[config.mk]
export PLATFORM = sky130hd
export DESIGN_NAME = universal_reg
export DESIGN_NICKNAME = d
export VERILOG_FILES = /design/src/rtl/universal_reg.sv
export SDC_FILE = /design/constraint.sdc
export NUM_CORES = 1
export LEC_CHECK = 0
export BUFFER_PORTS_ARGS = -buffer_cell sky130_fd_sc_hd__buf_2
export CORE_ASPECT_RATIO = 0.75
export CORE_MARGIN = 8
export CORE_UTILIZATION = 42
export CTS_CLUSTER_SIZE = 40
export DETAILED_ROUTE_END_ITERATION = 10
export PLACE_DENSITY_LB_ADDON = 0.25
export REMOVE_ABC_BUFFERS = 1
export SLEW_MARGIN = 10
export SYNTH_ARGS = -nofsm -noshare
export SYNTH_HDL_FRONTEND = slang
export SYNTH_SLANG_ARGS = --single-unit
[constraint.sdc]
create_clock -name clk -period 1.77 [get_ports clk]
set_input_delay 0.2655 -clock clk [delete_from_list [all_inputs] [get_ports clk]]
set_output_delay 0.2655 -clock clk [all_outputs]
set_load 0.01 [all_outputs]
[src/rtl/universal_reg.sv]
// ---------------------------------------------------------------------------
// universal_reg
//   WIDTH-bit general-purpose register: storage, parallel load, shift,
//   rotate, increment and decrement, with synchronous reset, clear and preset.
//   Serial pins allow several instances to be chained into a wider register.
//
// Ports
//   clk   rising-edge clock
//   rst   synchronous active-high reset, loads RESET_VAL
//   en    operation enable (clr/set act regardless of en)
//   clr   synchronous clear to zero (beats set)
//   set   synchronous preset to PRESET_VAL
//   mode  operation select: 000 hold, 001 load, 010 shl, 011 shr,
//         100 rol, 101 ror, 110 inc, 111 dec
//   d     parallel load data
//   sil   serial in for shift-left (enters bit 0)
//   sir   serial in for shift-right (enters bit WIDTH-1)
//   q     register contents
//   qbar  ~q
//   sol   q[WIDTH-1], feeds the next stage's sil
//   sor   q[0], feeds the previous stage's sir
//   tc    terminal count: all-ones while incrementing, zero while
//         decrementing; independent of en so the next stage can use tc & en
// ---------------------------------------------------------------------------
module universal_reg #(
    parameter int               WIDTH      = 8,
    parameter logic [WIDTH-1:0] RESET_VAL  = {WIDTH{1'b0}},
    parameter logic [WIDTH-1:0] PRESET_VAL = {WIDTH{1'b1}}
) (
    input  logic             clk,
    input  logic             rst,
    input  logic             en,
    input  logic             clr,
    input  logic             set,
    input  logic [2:0]       mode,
    input  logic [WIDTH-1:0] d,
    input  logic             sil,
    input  logic             sir,
    output logic [WIDTH-1:0] q,
    output logic [WIDTH-1:0] qbar,
    output logic             sol,
    output logic             sor,
    output logic             tc
);

    localparam logic [WIDTH-1:0] ALL_ONES = {WIDTH{1'b1}};
    localparam logic [WIDTH-1:0] ALL_ZERO = {WIDTH{1'b0}};
    localparam logic [WIDTH-1:0] ONE      = WIDTH'(1'b1);

    logic [WIDTH-1:0] q_r;
    logic [WIDTH-1:0] next_s;

    // Move every bit one place towards the MSB; 'fill' enters bit 0.
    // Written as a loop so WIDTH=1 degenerates cleanly to q <= fill.
    function automatic logic [WIDTH-1:0] move_up(input logic [WIDTH-1:0] v,
                                                 input logic             fill);
        logic [WIDTH-1:0] r;
        r[0] = fill;
        for (int i = 1; i < WIDTH; i++) begin
            r[i] = v[i-1];
        end
        return r;
    endfunction

    // Move every bit one place towards the LSB; 'fill' enters bit WIDTH-1.
    function automatic logic [WIDTH-1:0] move_down(input logic [WIDTH-1:0] v,
                                                   input logic             fill);
        logic [WIDTH-1:0] r;
        r[WIDTH-1] = fill;
        for (int i = 0; i < WIDTH - 1; i++) begin
            r[i] = v[i+1];
        end
        return r;
    endfunction

    // Next-state selection, highest priority first.
    always_comb begin
        next_s = q_r;
        if (rst) begin
            next_s = RESET_VAL;
        end else if (clr) begin
            next_s = ALL_ZERO;
        end else if (set) begin
            next_s = PRESET_VAL;
        end else if (en) begin
            case (mode)
                3'b000:  next_s = q_r;
                3'b001:  next_s = d;
                3'b010:  next_s = move_up(q_r, sil);
                3'b011:  next_s = move_down(q_r, sir);
                3'b100:  next_s = move_up(q_r, q_r[WIDTH-1]);
                3'b101:  next_s = move_down(q_r, q_r[0]);
                3'b110:  next_s = q_r + ONE;
                3'b111:  next_s = q_r - ONE;
                default: next_s = q_r;
            endcase
        end else begin
            next_s = q_r;
        end
    end

    // State register; rst is already folded into next_s with top priority.
    always_ff @(posedge clk) begin
        q_r <= next_s;
    end

    // Terminal count decode; looks only at mode and q, never at en.
    always_comb begin
        if ((mode == 3'b110) && (q_r == ALL_ONES)) begin
            tc = 1'b1;
        end else if ((mode == 3'b111) && (q_r == ALL_ZERO)) begin
            tc = 1'b1;
        end else begin
            tc = 1'b0;
        end
    end

    assign q    = q_r;
    assign qbar = ~q_r;
    assign sol  = q_r[WIDTH-1];
    assign sor  = q_r[0];

endmodule

==> results.ini <==
[hold_path]
min_delay_path_depth = 2
min_to = q[3]
hp-class = in -> reg
min-delay-start = clr

[synth]
ys_ff_latch = 8
synth_top_cell_by_area = dfxtp_1
synth_area_leaders = dfxtp_1 18%, a21oi_1 8.6%, nand3_1 5.1%, o21ai_0 5.1%, nand2b_1 3.6%
yosysUniqueCellTypes = 44
synth.top_cell.area_share_pct = 18.26
synth_edf_count = 0
ys_seq_area_share_pct = 18.26
post_synth_inst_count = 120
synth.avg_cell_area_sq_um = 7.309
yosysWarningCount = 0
synthArstFlopShare_pct = 0
synthFlopType = dfxtp_1
synthesis.area_sq_um = 877.1

[clock_network]
cts_made_buffers = 3
cts_root_buf = clkbuf_4
cts.clk_slew.worst_paths_ns = 0.06
htree_levels = 1
cts_tree = done
clk_latency_ns = 0.26
cts_sinks = 8
cts_buffer_depth = 2

[sta]
fin_crit_sh_pct = 121.9
worst_pin_slew_ns = 0.5203
slew_headroom_pct = 65.18
finalSetupViolCount = 3
rsz0062_at_grt = yes
setup_ws_ns = -0.3872
slew_violations = 0
hold_violations = 0
finalSetupTns_ns = -0.7966
max_freq_mhz = 463.6
finClkSkew_ns = 0.0009993
min_period_ns = 2.157

[die]
start_util_pct = 43.92
core_area_sq_um = 1997
dieHeight_um = 55.58
dieArea_sq_um = 3822
io_pins = 37
die_w_um = 68.77
rows = 14

[detailed_routing]
first_iter_violations = 82
ant_nets = 0
wl_um = 3108
wl_per_cell_um = 16.02
routed_via_density = 5.918
vias = 1148
route.detailed.drc = 0
drtPass1Iterations = 4

[power]
p_leak_nw = 0.5571
peakVddDrop_uv = 277.0
p_seq_share_pct = 31.6
p_int_uw = 410.5
power_density_nw_per_um2 = 506.1
pwr-share-comb_pct = 45.0
clockPowerShare_pct = 23.5
switchingPower_uw = 240.4
switching_share_pct = 36.93

[setup_path]
cp_max_fo = 2
crit_type = reg -> out
reg2reg_depth = 7
end_kind = output pin
r2r_end = q[7]
arrival_ns = 1.89
start_kind = register
reg2reg_from = q[2]
ff2ff_setup_slack_ns = -0.26
required_ns = 1.50

[placed_design]
gp_congestion = 0.8296
port_buffers = 36
pre_cts_ws_ns = -0.2043
dp_hpwl_um = 2256

[job]
maxCapViolCount = 0

[run_status]
outcome = complete, but fails checks
violations = negative setup slack

[layout]
final_common_cell = buf_2
largest_reg_flops = 8
regMostFlops = q
layout_common_cells = 36 x buf_2, 21 x buf_4, 14 x a21oi_1
area_growth_pct = 46.65
layout.nets = 191
antennaDiodeCount = 0
drive_above_1_share_pct = 46.47
nFillCells = 207
top_regs = q: 8 flops

[global_route]
overflow = 0
grt_max_degree = 19
antenna_found_initial = 0
track_usage_pct = 15.89
grt_pass1_wl_um = 4816
grt_pass1_vias = 1018

how the worst max path moves through the flow:
stage                 start  endpoint
floorplan              q[1]        tc
global placement       q[1]        tc
detailed placement  mode[0]      q[6]
CTS                    q[2]        tc
global route           q[2]        tc
finish                 q[2]        tc
per-layer routing:
metal | global-route usage (%) | wire length, um | part of all wire (%)
met1 | 21.03 | 1342 | 43
met2 | 22.65 | 1453 | 47
met3 | 5.634 | 290 | 9.3
met4 | 6.000 | 21 | 0.68
met5 | 0 | 0 | 0
logic make-up after synthesis:
group	count (synthesis)	share of synthesized area [%]
xor gates and xnor gates	2	1.998
buffers and inverters	19	10.13
adders and majority gates	1	1.426
muxes	3	3.709
AOI/OAI and AO/OA	48	37.23
and+or+nand+nor	39	27.25
DFF	8	18.26
synthesized netlist by cell type, drive strengths merged (2+ instances only):
cell type and count:
a2111oi 2, a21oi 15, a32oi 3, buf 6
clkbuf 5, dfxtp 8, inv 8, mux2 2
nand2 5, nand2b 5, nand3 9, nand3b 4
nand4b 2, nor2 4, nor2b 3, o21a 2
o21ai 9, o22ai 2, o31ai 4, or4 4
timing repair:
item	4_1_cts	5_1_grt
gates cloned	0	0
resized for setup	4	12
endpoints found under the setup margin	5	6
hold buffers	0	0
pin swaps	5	4
buffers inserted	0	1
cell type report:
| type | instances | area [sq um] | share of cell area, % |
|---|---|---|---|
| repair buffers | 58 | 349.1 | 27.14 |
| flip-flops and latches | 8 | 161.4 | 12.55 |
| clock buffers | 3 | 22.52 | 1.751 |
| inverters | 8 | 30.03 | 2.335 |
| well taps | 24 | 30.03 | 2.335 |
| multi-input cells | 93 | 693.2 | 53.89 |
power groups by stage:
stage                     Combinational, mW  Clock (mW)  Sequential, mW
after floorplan                       0.111           0           0.225
after global placement                0.257           0           0.207
after detailed placement              0.262           0           0.208
after CTS                             0.266       0.154           0.205
after global routing                  0.318       0.171           0.207
final                                 0.293       0.153           0.205
critical path, stage by stage (launching register included):
cell,delay [ns]
dfxtp_1,0.31
or4_4,0.53
or4_1,0.40
o22ai_1,0.11
nor2b_1,0.15
buf_2,0.14
metrics by stage:
step,power (mW),instances,cell area [sq um],hold slack [ns],utilization [%]
floorplan,0.3367,109,818.3,0.3486,-
global placement,0.4640,190,1186,0.4624,59.40
detailed placement,0.4702,190,1186,0.4678,59.40
CTS,0.6241,193,1217,0.1923,60.96
global route,0.6965,194,1286,0.1675,64.41
finish,0.6510,194,1286,0.1789,64.41
Power figures use the tool's default switching activity.
